`config.mk`:
```
export PLATFORM = sky130hd
export DESIGN_NAME = pc_fetch_stage_flat
export DESIGN_NICKNAME = d
export VERILOG_FILES = /design/src/rtl/mips_fetch_pkg.sv /design/src/rtl/pc_fetch_stage_if.sv /design/src/rtl/pc_fetch_stage_if_id_register.sv /design/src/rtl/pc_fetch_stage.sv /design/src/flat_wrapper.sv
export SDC_FILE = /design/constraint.sdc
export NUM_CORES = 1
export LEC_CHECK = 0
export CAP_MARGIN = 10
export CORE_ASPECT_RATIO = 1.25
export CORE_UTILIZATION = 40
export CTS_BUF_LIST = sky130_fd_sc_hd__clkbuf_4 sky130_fd_sc_hd__clkbuf_8 sky130_fd_sc_hd__clkbuf_16
export CTS_CLUSTER_DIAMETER = 40
export DETAILED_ROUTE_END_ITERATION = 16
export GPL_TIMING_DRIVEN = 0
export PLACE_DENSITY = 0.83
export SLEW_MARGIN = 25
export SYNTH_ARGS = -nofsm -noshare
export SYNTH_HDL_FRONTEND = slang
export SYNTH_SLANG_ARGS = --single-unit
```
`constraint.sdc`:
```
create_clock -name Clk -period 6 [get_ports Clk]
set_input_delay 1.5 -clock Clk [delete_from_list [all_inputs] [get_ports Clk]]
set_output_delay 1.5 -clock Clk [all_outputs]
set_load 0.05 [all_outputs]
```
`src/rtl/mips_fetch_pkg.sv`:
```
// Shared definitions for the MIPS fetch stage: reset/bubble defaults,
// next-PC select encoding, per-cycle fetch state and word-alignment helper.
// No ports; imported by the fetch-stage top and its sub-modules.
package mips_fetch_pkg;

  localparam logic [31:0] DEFAULT_RESET_PC = 32'h0000_0000;
  // sll $0,$0,0 encodes as all zeros
  localparam logic [31:0] DEFAULT_NOP_WORD = 32'h0000_0000;
  localparam logic [31:0] WORD_ALIGN_MASK  = 32'hFFFF_FFFC;

  typedef enum logic [1:0] {
    PCSEL_SEQ  = 2'd0,
    PCSEL_BR   = 2'd1,
    PCSEL_JMP  = 2'd2,
    PCSEL_HOLD = 2'd3
  } pcsel_e;

  typedef enum logic [1:0] {
    ST_RUN      = 2'd0,
    ST_STALLED  = 2'd1,
    ST_REDIRECT = 2'd2
  } fetch_state_e;

  function automatic logic [31:0] word_align(input logic [31:0] addr);
    return addr & WORD_ALIGN_MASK;
  endfunction

endpackage

```
`src/rtl/pc_fetch_stage_if.sv`:
```
// Bundle of all fetch-stage signals exchanged with the PC adder, instruction
// memory, hazard unit, branch/jump resolution and the decode stage.
// master: the fetch stage itself; slave: the surrounding pipeline/environment.
interface pc_fetch_stage_if;

  logic [31:0] PCAddResult;
  logic [31:0] Instruction;
  logic        Stall;
  logic        BranchTaken;
  logic [31:0] BranchTarget;
  logic        Jump;
  logic [31:0] JumpTarget;

  logic [31:0] PCResult;
  logic [31:0] IFID_Instruction;
  logic [31:0] IFID_PCPlus4;
  logic        IFID_Valid;
  logic        AlignErr;
  logic [31:0] FetchCount;

  modport master (
    input  PCAddResult, Instruction, Stall, BranchTaken, BranchTarget, Jump, JumpTarget,
    output PCResult, IFID_Instruction, IFID_PCPlus4, IFID_Valid, AlignErr, FetchCount
  );

  modport slave (
    output PCAddResult, Instruction, Stall, BranchTaken, BranchTarget, Jump, JumpTarget,
    input  PCResult, IFID_Instruction, IFID_PCPlus4, IFID_Valid, AlignErr, FetchCount
  );

endinterface

```
`src/rtl/pc_fetch_stage_if_id_register.sv`:
```
// IF/ID pipeline register: instruction, PC+4 and valid bit for decode.
// Ports: hold_i freezes all fields, flush_i loads a bubble (NOP, PC+4=0, invalid);
//        instr_i/pc_plus4_i are loaded otherwise; *_o are the registered values.
module if_id_register
  import mips_fetch_pkg::*;
#(
  parameter logic [31:0] NOP_WORD = DEFAULT_NOP_WORD
) (
  input  logic        Clk,
  input  logic        Reset,
  input  logic        hold_i,
  input  logic        flush_i,
  input  logic [31:0] instr_i,
  input  logic [31:0] pc_plus4_i,
  output logic [31:0] instr_o,
  output logic [31:0] pc_plus4_o,
  output logic        valid_o
);

  logic [31:0] instr_q, instr_d;
  logic [31:0] pc4_q, pc4_d;
  logic        valid_q, valid_d;

  // Hold outranks flush: a redirect seen during a stall is re-presented later.
  always_comb begin
    instr_d = instr_q;
    pc4_d   = pc4_q;
    valid_d = valid_q;
    if (!hold_i) begin
      if (flush_i) begin
        instr_d = NOP_WORD;
        pc4_d   = 32'h0;
        valid_d = 1'b0;
      end else begin
        instr_d = instr_i;
        pc4_d   = pc_plus4_i;
        valid_d = 1'b1;
      end
    end
  end

  always_ff @(posedge Clk or posedge Reset) begin
    if (Reset) begin
      instr_q <= NOP_WORD;
      pc4_q   <= 32'h0;
      valid_q <= 1'b0;
    end else begin
      instr_q <= instr_d;
      pc4_q   <= pc4_d;
      valid_q <= valid_d;
    end
  end

  assign instr_o    = instr_q;
  assign pc_plus4_o = pc4_q;
  assign valid_o    = valid_q;

endmodule

```
`src/rtl/pc_fetch_stage.sv`:
```
// MIPS fetch stage: PC register, next-PC select (stall > jump > branch > PC+4),
// wrong-path squash on redirect, sticky misaligned-target flag, fetch counter.
// Ports: Clk/Reset plain; everything else via pc_fetch_stage_if.master.
module pc_fetch_stage
  import mips_fetch_pkg::*;
#(
  parameter logic [31:0] RESET_PC = DEFAULT_RESET_PC,
  parameter logic [31:0] NOP_WORD = DEFAULT_NOP_WORD
) (
  input  logic              Clk,
  input  logic              Reset,
  pc_fetch_stage_if.master  fif
);

  fetch_state_e fetch_state;
  pcsel_e       pc_sel;
  logic [31:0]  redir_tgt;

  logic [31:0]  pc_q, pc_d;
  logic         align_err_q, align_err_d;
  logic [31:0]  fetch_count_q, fetch_count_d;

  // Stage state is purely a decode of this cycle's control inputs.
  always_comb begin
    fetch_state = ST_RUN;
    pc_sel      = PCSEL_SEQ;
    redir_tgt   = 32'h0;
    if (fif.Stall) begin
      fetch_state = ST_STALLED;
      pc_sel      = PCSEL_HOLD;
    end else if (fif.Jump) begin
      fetch_state = ST_REDIRECT;
      pc_sel      = PCSEL_JMP;
      redir_tgt   = fif.JumpTarget;
    end else if (fif.BranchTaken) begin
      fetch_state = ST_REDIRECT;
      pc_sel      = PCSEL_BR;
      redir_tgt   = fif.BranchTarget;
    end
  end

  always_comb begin
    pc_d          = pc_q;
    align_err_d   = align_err_q;
    fetch_count_d = fetch_count_q;
    case (pc_sel)
      PCSEL_SEQ:  pc_d = fif.PCAddResult;
      PCSEL_BR,
      PCSEL_JMP:  pc_d = word_align(redir_tgt);
      default:    pc_d = pc_q;
    endcase
    // Misaligned target is flagged but the PC is still forced to a word boundary.
    if (fetch_state == ST_REDIRECT && redir_tgt[1:0] != 2'b00) begin
      align_err_d = 1'b1;
    end
    // Only real instructions entering IF/ID are counted; wraps naturally.
    if (fetch_state == ST_RUN) begin
      fetch_count_d = fetch_count_q + 32'd1;
    end
  end

  always_ff @(posedge Clk or posedge Reset) begin
    if (Reset) begin
      pc_q          <= RESET_PC;
      align_err_q   <= 1'b0;
      fetch_count_q <= 32'h0;
    end else begin
      pc_q          <= pc_d;
      align_err_q   <= align_err_d;
      fetch_count_q <= fetch_count_d;
    end
  end

  if_id_register #(
    .NOP_WORD (NOP_WORD)
  ) u_if_id (
    .Clk        (Clk),
    .Reset      (Reset),
    .hold_i     (fetch_state == ST_STALLED),
    .flush_i    (fetch_state == ST_REDIRECT),
    .instr_i    (fif.Instruction),
    .pc_plus4_i (fif.PCAddResult),
    .instr_o    (fif.IFID_Instruction),
    .pc_plus4_o (fif.IFID_PCPlus4),
    .valid_o    (fif.IFID_Valid)
  );

  assign fif.PCResult   = pc_q;
  assign fif.AlignErr   = align_err_q;
  assign fif.FetchCount = fetch_count_q;

endmodule

```
`src/flat_wrapper.sv`:
```
// flat-port wrapper written by rule: the top's interface ports become plain ports
module pc_fetch_stage_flat import mips_fetch_pkg::*;
#(
  parameter logic [31:0] RESET_PC = DEFAULT_RESET_PC,
  parameter logic [31:0] NOP_WORD = DEFAULT_NOP_WORD
)
  (Clk, Reset, fif_PCAddResult, fif_Instruction, fif_Stall, fif_BranchTaken, fif_BranchTarget, fif_Jump, fif_JumpTarget, fif_PCResult, fif_IFID_Instruction, fif_IFID_PCPlus4, fif_IFID_Valid, fif_AlignErr, fif_FetchCount);
  pc_fetch_stage_if fif_i ();
  input  logic Clk;
  input  logic Reset;
  input wire logic [$bits(fif_i.PCAddResult)-1:0] fif_PCAddResult;
  input wire logic [$bits(fif_i.Instruction)-1:0] fif_Instruction;
  input wire logic [$bits(fif_i.Stall)-1:0] fif_Stall;
  input wire logic [$bits(fif_i.BranchTaken)-1:0] fif_BranchTaken;
  input wire logic [$bits(fif_i.BranchTarget)-1:0] fif_BranchTarget;
  input wire logic [$bits(fif_i.Jump)-1:0] fif_Jump;
  input wire logic [$bits(fif_i.JumpTarget)-1:0] fif_JumpTarget;
  output wire logic [$bits(fif_i.PCResult)-1:0] fif_PCResult;
  output wire logic [$bits(fif_i.IFID_Instruction)-1:0] fif_IFID_Instruction;
  output wire logic [$bits(fif_i.IFID_PCPlus4)-1:0] fif_IFID_PCPlus4;
  output wire logic [$bits(fif_i.IFID_Valid)-1:0] fif_IFID_Valid;
  output wire logic [$bits(fif_i.AlignErr)-1:0] fif_AlignErr;
  output wire logic [$bits(fif_i.FetchCount)-1:0] fif_FetchCount;
  assign fif_i.PCAddResult = fif_PCAddResult;
  assign fif_i.Instruction = fif_Instruction;
  assign fif_i.Stall = fif_Stall;
  assign fif_i.BranchTaken = fif_BranchTaken;
  assign fif_i.BranchTarget = fif_BranchTarget;
  assign fif_i.Jump = fif_Jump;
  assign fif_i.JumpTarget = fif_JumpTarget;
  assign fif_PCResult = fif_i.PCResult;
  assign fif_IFID_Instruction = fif_i.IFID_Instruction;
  assign fif_IFID_PCPlus4 = fif_i.IFID_PCPlus4;
  assign fif_IFID_Valid = fif_i.IFID_Valid;
  assign fif_AlignErr = fif_i.AlignErr;
  assign fif_FetchCount = fif_i.FetchCount;
  pc_fetch_stage #(.RESET_PC(RESET_PC), .NOP_WORD(NOP_WORD)) u_core (.Clk(Clk), .Reset(Reset), .fif(fif_i));
endmodule
```
Yosys cells after proc, flatten, opt, wreduce, memory -nomap -nowiden
Cells that the tools add are included.
{ "totals": {"reg_bits": 130, "inputBits": 133, "output_inout_bits": 130, "elab_cells": 30} }
{ "classes": {"addsub": 1, "eq_ne": 4, "mux": 13, "n_reduce_logical": 6} }
{ "op_table": {"columns": ["op", "n"], "rows": [
  ["32-bit 2-to-1 mux", 5],
  ["32-bit one-hot mux with 2 select lines", 1],
  ["32-bit by 1-bit adder with 32-bit output, second input constant", 1],
  ["2-bit 2-to-1 mux", 5],
  ["2-bit by 1-bit equality test with 1-bit output, second input constant", 2],
  ["2-bit equality test, second input constant", 2],
  ["2-bit zero test", 2],
  ["2-bit nonzero test", 2],
  ["1-bit 2-to-1 mux", 2],
  ["2-bit OR reduction", 1],
  ["1-bit logical AND", 1]
]} }

Logic depth before layout (Yosys ltp)
Gate-level depths: netlist of the first run.
{ "depth": {"ltp_word": 6, "depth_mapped": 9, "mapped_depth_nobuf": 6} }

Cells and area by module
Synthesis of the first run repeated with hierarchy kept, for this count alone.
{ "unflattened": {"hier_cells": 498, "area_unflattened_um2": 5689.2} }
{ "modules_own_cells": {"columns": ["mod", "instances", "cells_each", "area_per_inst_um2", "seq_area_each_um2"], "rows": [
  ["pc_fetch_stage", 1, 351, 3360.7, 1626.6],
  ["if_id_register", 1, 147, 2328.5, 1626.6]
]} }

Least setup slack after synthesis of the first run
Ideal clock, no wire load.
{ "synth_path": {"kind": "in2reg", "from": "in fif_Jump", "to": "reg u_core.pc_q[30], in the netlist u_core.fif.PCResult[30]", "setup_ps": 83, "t_arrival_ps": 3204, "required_ps": 5917, "setup_slack_ps": 2713, "stages": 9, "path_buffers": 3, "cell_sequence": "buf_2 nor2b_1 clkbuf_1 or2_2 ha_1 nor2b_1 clkbuf_1 a21oi_1 o21ai_0"} }
{ "synth_between": {"elab_chain_len": 5, "word_cells_on_any_way": 10, "classes_between": "2 x eq/ne; 5 x mux; 3 x reduce/logical"} }
{ "synth_rtl": {"columns": ["item", "line_no", "text"], "rows": [
  ["from (decl)", "flat_wrapper.sv:16", "input wire logic [$bits(fif_i.Jump)-1:0] fif_Jump;"],
  ["2-bit 2-to-1 mux", "pc_fetch_stage.sv:31", "end else if (fif.Jump) begin"],
  ["2-bit 2-to-1 mux", "pc_fetch_stage.sv:28", "if (fif.Stall) begin"],
  ["2-bit by 1-bit equality test with 1-bit output or 2-bit equality test (tied branches)", "pc_fetch_stage.sv:46", "case (pc_sel)"],
  ["2-bit OR reduction", "pc_fetch_stage.sv:46", null],
  ["32-bit one-hot mux with 2 select lines or 2-bit nonzero test (tied branches)", null, null],
  ["to (signal assigned)", "pc_fetch_stage.sv:68", "pc_q <= pc_d;"],
  ["to (decl)", "pc_fetch_stage.sv:19", "logic [31:0] pc_q, pc_d;"]
]} }
Several ways; a longest one is shown, not always the timed one.
A chain may end at the register's enable or synchronous reset.

Worst setup path after layout of the first run
{ "layout_path": {"from": "in fif_BranchTaken", "to": "reg u_core.pc_q[21], in the netlist u_core.fif.PCResult[21]"} }
{ "layout_between": {"elab_chain_len": 6, "word_cells_on_any_way": 12, "classes_between": "2 x eq/ne; 7 x mux; 3 x reduce/logical"} }
{ "layout_rtl": {"columns": ["item", "line_no", "text"], "rows": [
  ["from (decl)", "flat_wrapper.sv:14", "input wire logic [$bits(fif_i.BranchTaken)-1:0] fif_BranchTaken;"],
  ["1-bit 2-to-1 mux", "pc_fetch_stage.sv:35", "end else if (fif.BranchTaken) begin"],
  ["2-bit 2-to-1 mux", "pc_fetch_stage.sv:31", null],
  ["2-bit 2-to-1 mux", "pc_fetch_stage.sv:28", null],
  ["2-bit by 1-bit equality test with 1-bit output or 2-bit equality test (tied branches)", "pc_fetch_stage.sv:46", null],
  ["2-bit OR reduction", "pc_fetch_stage.sv:46", null],
  ["32-bit one-hot mux with 2 select lines or 2-bit nonzero test (tied branches)", null, null]
]} }
Several ways; a longest one is shown, not always the timed one.

==> results of run 1 <==
==> power by group through the flow <==
stage	Clock [uW]	Combinational, uW	Sequential, uW
finish	1060	713	1020
global route	1110	752	1030
CTS	1080	716	1020
detailed placement	0	713	1030
global placement	0	698	1030
floorplan	0	150	1280
==> worst reg2reg max path, delay by kind of cell (launching register included) <==
family | cells | cell delay (ns)
XOR/XNOR | 1 | 0.17
adder cells (fa/ha/maj) | 1 | 0.23
flip-flops | 1 | 0.45
AND/OR/NAND/NOR | 3 | 1.06
==> path summary, 6_finish.rpt <==
| path | from | end | slack [ns] | cells after the start |
|---|---|---|---|---|
| max | fif_BranchTaken | u_core.fif.PCResult[21] | 1.88 | 9 |
| min | u_core.fif.AlignErr | u_core.fif.AlignErr | 0.47 | 1 |
| max reg2reg | u_core.fif.FetchCount[0] | u_core.fif.FetchCount[22] | 3.97 | 5 |
| min reg2reg | u_core.fif.AlignErr | u_core.fif.AlignErr | 0.47 | 1 |
| max in group asynchronous | Reset | u_core.u_if_id.pc_plus4_o[8] | 3.80 | 3 |
| min in group asynchronous | Reset | u_core.fif.PCResult[28] | 1.51 | 2 |
==> area by class of cell <==
| type | count | area [sq um] | share of cell area, % |
|---|---|---|---|
| Inverter | 4 | 22.5 | 0.247 |
| Sequential cell | 130 | 3250 | 35.7 |
| Buffer | 37 | 163 | 1.79 |
| Clock buffer | 17 | 425 | 4.67 |
| Multi-Input combinational cell | 328 | 2210 | 24.2 |
| Tap cell | 175 | 219 | 2.41 |
| Clock inverter | 15 | 183 | 2.01 |
| Timing Repair Buffer | 261 | 2630 | 28.9 |
==> registers in the layout (all words and copies together), names as in the netlist <==
signal                     cells
u_core.fif.AlignErr            1
u_core.fif.FetchCount         32
u_core.u_if_id.valid_o         1
u_core.fif.PCResult           32
u_core.u_if_id.pc_plus4_o     32
u_core.u_if_id.instr_o        32
==> routing by layer <==
layer,up-vias,routed length [um],track usage [%]
met2,245,9760,46.5
li1,2368,-,-
met4,0,480,10.6
met3,38,1090,5.26
met5,-,0,0
met1,2613,7300,30.4
==> placed cells by master, fill, tap and decap left out <==
| cell type | n |
|---|---|
| bufinv_16 | 3 |
| nor4_1 | 1 |
| xor2_1 | 8 |
| a22o_1 | 96 |
| buf_16 | 1 |
| clkinv_2 | 3 |
| and2_1 | 2 |
| nand4_1 | 15 |
| nand4b_1 | 2 |
| buf_2 | 1 |
| inv_6 | 3 |
| nor2_1 | 10 |
| nand2_1 | 45 |
| o21ai_0 | 31 |
| clkdlybuf4s50_1 | 260 |
| clkinvlp_4 | 1 |
| buf_1 | 2 |
| nor2b_1 | 32 |
| and3_1 | 4 |
| or3_4 | 1 |
| nor4_4 | 3 |
| a21oi_1 | 31 |
| inv_8 | 1 |
| or2_2 | 3 |
| nor4b_1 | 1 |
| or3_1 | 1 |
| ha_1 | 2 |
| clkinv_4 | 5 |
| nor3_1 | 4 |
| clkbuf_1 | 31 |
| clkbuf_16 | 17 |
| a21o_1 | 1 |
| nand2b_1 | 1 |
| buf_6 | 3 |
| inv_1 | 3 |
| dfrtp_1 | 130 |
| xnor2_1 | 23 |
| nand3_1 | 11 |
==> per-stage QoR <==
step	hold WS [ns]	TNS [ns]	area [sq um]	total power, uW	setup WS (ns)
floorplan	0.759	0	5640	1430	1.03
global placement	0.460	-60.92	8460	1730	-0.476
detailed placement	0.473	0	8490	1740	1.51
CTS	0.482	0	9100	2810	1.85
global route	0.502	0	9100	2890	1.57
finish	0.475	0	9100	2800	1.88
==> cells by family (layout without fill, tap and decap cells) <==
kind of cell | after synthesis | after routing | synth area share [%]
flip-flops | 130 | 130 | 57.7
adder cells (fa/ha/maj) | 2 | 2 | 0.444
AND/OR/NAND/NOR | 136 | 136 | 13.3
buffers and inverters | 41 | 334 | 3.15
AO/OA/AOI/OAI | 159 | 159 | 20.6
XOR/XNOR | 31 | 31 | 4.82
==> reports/results.tsv, run 1 <==
stage	metric	value	unit
clock_tree	Worst-Skew Late Latency	0.41	ns
routing	Avg WL per Cell	19.3	um
power	Clock power frac	38.0	%
clock_tree	CTS tree	done	
sta	Final Hold Fails	0	
sta	slew at the pin closest to its max-slew limit	0.702	ns
yosys	Yosys reg bits	130	
cells_and_area	Area Overhead vs Synth	61.5	%
yosys	FFs w/ async S/R, synth	100	%
yosys	post-synth cell types	29	
global_routing	GRT overflow	0	
sta	Worst Skew	0.00759	ns
sta	fin crit share	68.7	%
worst_setup_path	WP buf/inv	3	
placed_design	dpl hpwl	13800	um
status	status	complete, no violations	
worst_setup_path	crit path kind	primary input to register	
sta	# setup viols final	0	
yosys	Post-synth EDFFs	0	
yosys	top cells by area, synth	dfrtp_1 58%, a22o_1 15%, xnor2_1 3.6%, nor2b_1 3.6%, nand2_1 3.0%	
worst_setup_path	Worst Path Max Fanout	10	
global_routing	gr usage total	26.1	%
cells_and_area	n_diodes	0	
clock_tree	clk root buf	clkbuf_16	
cells_and_area	fillcell total	1086	
floorplan	core region area	13800	sq um
worst_setup_path	Crit path arrival time	4.43	ns
yosys	Synth Net Count	634	
placed_design	placed insts	935	
clock_tree	H-tree depth	4	
yosys	commonest register cell after synthesis	dfrtp_1	
routing	Vias	5264	
power	P per Cell Area	307	nW/um^2
global_routing	largest net degree at the start of global routing	71	
worst_setup_path	Setup crit start kind	primary input	
yosys	syn avg cell area	11.3	sq um
min_path	Hold WC Path Type	register to register	
yosys	Synth area leader	dfrtp_1	
global_routing	initial antenna violation count	0	
worst_setup_path	Worst path top cell family by delay	buffers and inverters	
power	Combinational Power Share	25.5	%
yosys	post-synthesis cell area	5640	sq um
yosys	top cell type's share of synthesized area	57.7	%
worst_setup_path	Slowest-stage cell, CP	clkdlybuf4s50_1	
floorplan	die width	108	um
floorplan	Starting Density	40.8	%
cells_and_area	share of cells above drive strength 1	5.68	%
routing	drc violations	0	
cells_and_area	Nets	914	
global_routing	first-pass GRT wire length	28900	um
placed_design	PortBufs	260	
yosys	most common cell in the netlist	dfrtp_1	
worst_setup_path	CP peak stage delay	0.55	ns
clock_tree	Post-CTS Resized	0	
global_routing	number of global-route vias before repair	5668	
clock_tree	CTS Hold Bufs	0	
yosys	Cells after Synth	499	
yosys	synth warn	0	
routing	Pre-Repair DR Iteration Count	5	
clock_tree	CTS Buffer Depth	2	
floorplan	area of the die	14600	sq um
placed_design	GPL Wtd Cong	0.836	
sta	RSZ-0062 raised after global routing	false	
power	Sw Share	32.7	%
floorplan	Die H	135	um
clock_tree	CTS sink cnt	130	
routing	routed vias/inst	5.44	
power	Peak VDD IR	0.206	mV
worst_setup_path	crit path cell chain	clkdlybuf4s50_1, nor2b_1, clkbuf_1, or2_2, ha_1, nor2b_1, clkbuf_1, a21oi_1, o21ai_0	
cells_and_area	Post-Layout Cell Count	967	
clock_tree	CTS clk-pin slew, worst paths	0.06	ns
yosys	Synth top cells by count	130 x dfrtp_1, 96 x a22o_1, 45 x nand2_1	
power	part of the power in registers	36.5	%
clock_tree	Post-CTS Setup Bufs	0	
power	sw power	913	uW
routing	initial drt markers	255	
sta	fmax	243	MHz
routing	Final ANT Viol Nets	0	
power	Leakage	0.00389	uW
cells_and_area	final core occ	65.9	%
worst_setup_path	Worst EP required	6.31	ns
power	P_int	1880	uW
clock_tree	number of CTS-inserted buffers	17	
floorplan	row cnt	48	
sta	Worst slew margin	52.9	%
sta	minimum clock period	4.12	ns
routing	Routed WL	18600	um
floorplan	IO Pins	263	
sta	final max-slew violation count	0	
worst_setup_path	Critical Path End Type	register	
flow_run	max-cap viol count	0	
yosys	Seq/Total Area, Yosys	57.7	%
No activity file was read; power rests on OpenSTA's default activity.
==> inputs of run 2 (changes only) <==
- CORE_UTILIZATION: 40 -> 37
- PLACE_DENSITY: 0.83 -> 0.81
- clock period: 6 -> 3.75 ns (I/O delays scaled with it)
==> run 2 against run 1 <==
  * The run now ends with DRC left
  * Power up 66%
  * Critical path depth is the same
  * Die area is 8.0% higher
  * Combinational power rose by 61%
  * Final cell count is 0.93% higher
  * Hold slack got worse by 0.0021 ns
  * Global-route usage is 2.6 points lower
  * Highest routed layer unchanged
==> reports/results.tsv, run 2 (same netlist as run 1, synthesis figures left out) <==
stage	metric	value	unit
worst_setup_path	R2R Setup Slk	1.66	ns
sta	Worst slew margin	57.2	%
worst_setup_path	crit path cell chain	clkdlybuf4s50_1, nor2b_1, clkbuf_2, or2_2, ha_1, nor2b_1, clkbuf_1, a21oi_1, o21ai_0	
floorplan	row cnt	50	
clock_tree	H-tree depth	4	
sta	# setup viols final	0	
cells_and_area	most frequent cells in the layout	260 x clkdlybuf4s50_1, 130 x dfrtp_1, 96 x a22o_1, 45 x nand2_1, 32 x nor2b_1	
clock_tree	Post-CTS Resized	0	
worst_setup_path	CP peak stage delay	0.55	ns
floorplan	die width	112	um
placed_design	GPL Wtd Cong	0.873	
sta	Final Hold Fails	0	
worst_setup_path	Worst path top cell family by delay	buffers and inverters	
worst_setup_path	CP dominant cell by count	nor2b_1	
clock_tree	CTS Hold Bufs	0	
placed_design	Post-DP Area	8560	sq um
status	status	finished, violations left	
cells_and_area	most common cell after layout, fill and taps aside	clkdlybuf4s50_1	
flow_run	max-cap viol count	0	
sta	final max-slew violation count	0	
floorplan	IO Pins	263	
worst_setup_path	Worst EP required	4.07	ns
placed_design	PortBufs	260	
sta	fin crit share	89.5	%
worst_setup_path	Critical Path End Type	register	
sta	minimum clock period	3.36	ns
worst_setup_path	Reg2Reg Capture Point	u_core.fif.FetchCount[30]	
clock_tree	Post-CTS Setup Bufs	0	
placed_design	dpl hpwl	13400	um
floorplan	Starting Density	37.7	%
clock_tree	clk root buf	clkbuf_16	
routing	Routed WL	18100	um
worst_setup_path	worst setup path endpoint	u_core.fif.PCResult[2]	
status	failing checks	DRC	
cells_and_area	Nets	917	
power	Peak VDD IR	0.246	mV
routing	Final ANT Viol Nets	0	
routing	Avg WL per Cell	18.6	um
cells_and_area	n_diodes	0	
clock_tree	CTS Buffer Depth	2	
worst_setup_path	worst r2r src	u_core.fif.FetchCount[0]	
worst_setup_path	Worst Setup SP	fif_BranchTaken	
worst_setup_path	WP buf/inv	3	
worst_setup_path	Crit path arrival time	3.67	ns
routing	Pre-Repair DR Iteration Count	10	
routing	routed vias/inst	5.22	
cells_and_area	share of cells above drive strength 1	6.17	%
cells_and_area	final design area excluding fillers	9220	sq um
global_routing	first-pass GRT wire length	28400	um
floorplan	area of the die	15700	sq um
global_routing	GRT overflow	0	
worst_setup_path	Critical Path Stages	9	
worst_setup_path	Slowest-stage cell, CP	clkdlybuf4s50_1	
clock_tree	CTS sink cnt	130	
clock_tree	Worst-Skew Late Latency	0.41	ns
global_routing	largest net degree at the start of global routing	34	
worst_setup_path	Setup crit start kind	primary input	
sta	RSZ-0062 raised after global routing	false	
min_path	Hold WC Path Type	register to register	
routing	drc violations	1	
global_routing	gr usage total	23.6	%
cells_and_area	fillcell total	1196	
clock_tree	CTS clk-pin slew, worst paths	0.06	ns
clock_tree	CTS tree	done	
global_routing	initial antenna violation count	0	
cells_and_area	Area Overhead vs Synth	63.5	%
cells_and_area	Post-Layout Cell Count	976	
worst_setup_path	Worst Path Max Fanout	10	
routing	Vias	5096	
worst_setup_path	crit path kind	primary input to register	
sta	Worst Skew	0.00936	ns
global_routing	number of global-route vias before repair	5267	
routing	initial drt markers	286	
clock_tree	number of CTS-inserted buffers	17	
floorplan	Die H	140	um
sta	slew at the pin closest to its max-slew limit	0.638	ns
power	Leakage	0.00393	uW
floorplan	core region area	15000	sq um
placed_design	placed insts	945	
sta	fmax	298	MHz
worst_setup_path	R2R cell count	5	
power	P per Cell Area	502	nW/um^2
==> run 2: cell count changes in the layout (fill, tap and decap cells not counted), sizes merged <==
cell,before,now
clkbuf,48,50
buf,7,10
clkinv,8,2
clkinvlp,1,4
inv,7,5
bufinv,3,5
==> run 2: per-stage QoR <==
step | hold WS (ns) | TNS (ns) | setup slack [ns] | power, uW | util [%]
floorplan | 0.759 | 0 | 1.03 | 2290 | -
global placement | 0.460 | -1.32 | -0.164 | 2770 | 56.7
detailed placement | 0.465 | -3.28 | -0.227 | 2800 | 57.2
CTS | 0.476 | 0 | 0.162 | 4670 | 61.6
global route | 0.481 | 0 | 0.164 | 4800 | 61.7
finish | 0.473 | 0 | 0.394 | 4630 | 61.7
==> run 2: power by group <==
| group | switching [uW] | total, uW | internal, uW |
|---|---|---|---|
| Sequential | 106 | 1630 | 1520 |
| Combinational | 707 | 1150 | 445 |
| Clock | 631 | 1850 | 1220 |
| Total | 1440 | 4630 | 3180 |
==> run 2: final cells by class <==
type / count / area (sq um) / area share [%]
sequential: 130 / 3250 / 35.3
timing repair buffer: 264 / 2690 / 29.2
multi-input combinational: 328 / 2210 / 23.9
clock buffer: 19 / 453 / 4.91
tap: 182 / 228 / 2.47
clock inverter: 12 / 204 / 2.21
buffer: 37 / 165 / 1.79
inverter: 4 / 18.8 / 0.204
==> run 2: worst reg2reg max path, delay by kind of cell, from the launching register on <==
kind	cells	cell delay [ns]
XOR/XNOR	1	0.19
AND/OR/NAND/NOR	3	1.07
adder cells (fa/ha/maj)	1	0.25
flip-flops	1	0.47
==> run 2: how the worst min path moves through the flow <==
stage	start	end	slack [ns]	depth (start not counted)
final	u_core.fif.AlignErr	u_core.fif.AlignErr	0.47	1
after detailed placement	u_core.fif.AlignErr	u_core.fif.AlignErr	0.46	1
after floorplan	u_core.fif.PCResult[30]	u_core.fif.PCResult[30]	0.76	2
after CTS	u_core.fif.FetchCount[31]	u_core.fif.FetchCount[31]	0.48	1
after global routing	u_core.fif.AlignErr	u_core.fif.AlignErr	0.48	1
after global placement	u_core.fif.FetchCount[31]	u_core.fif.FetchCount[31]	0.46	1
==> run 2: per-layer routing <==
metal	GRT usage (%)	routed length (um)	vias to the layer above
met5	0	0	-
met4	9.19	470	0
met3	5.37	952	35
met2	40.1	9130	208
met1	29.0	7550	2478
li1	-	-	2375
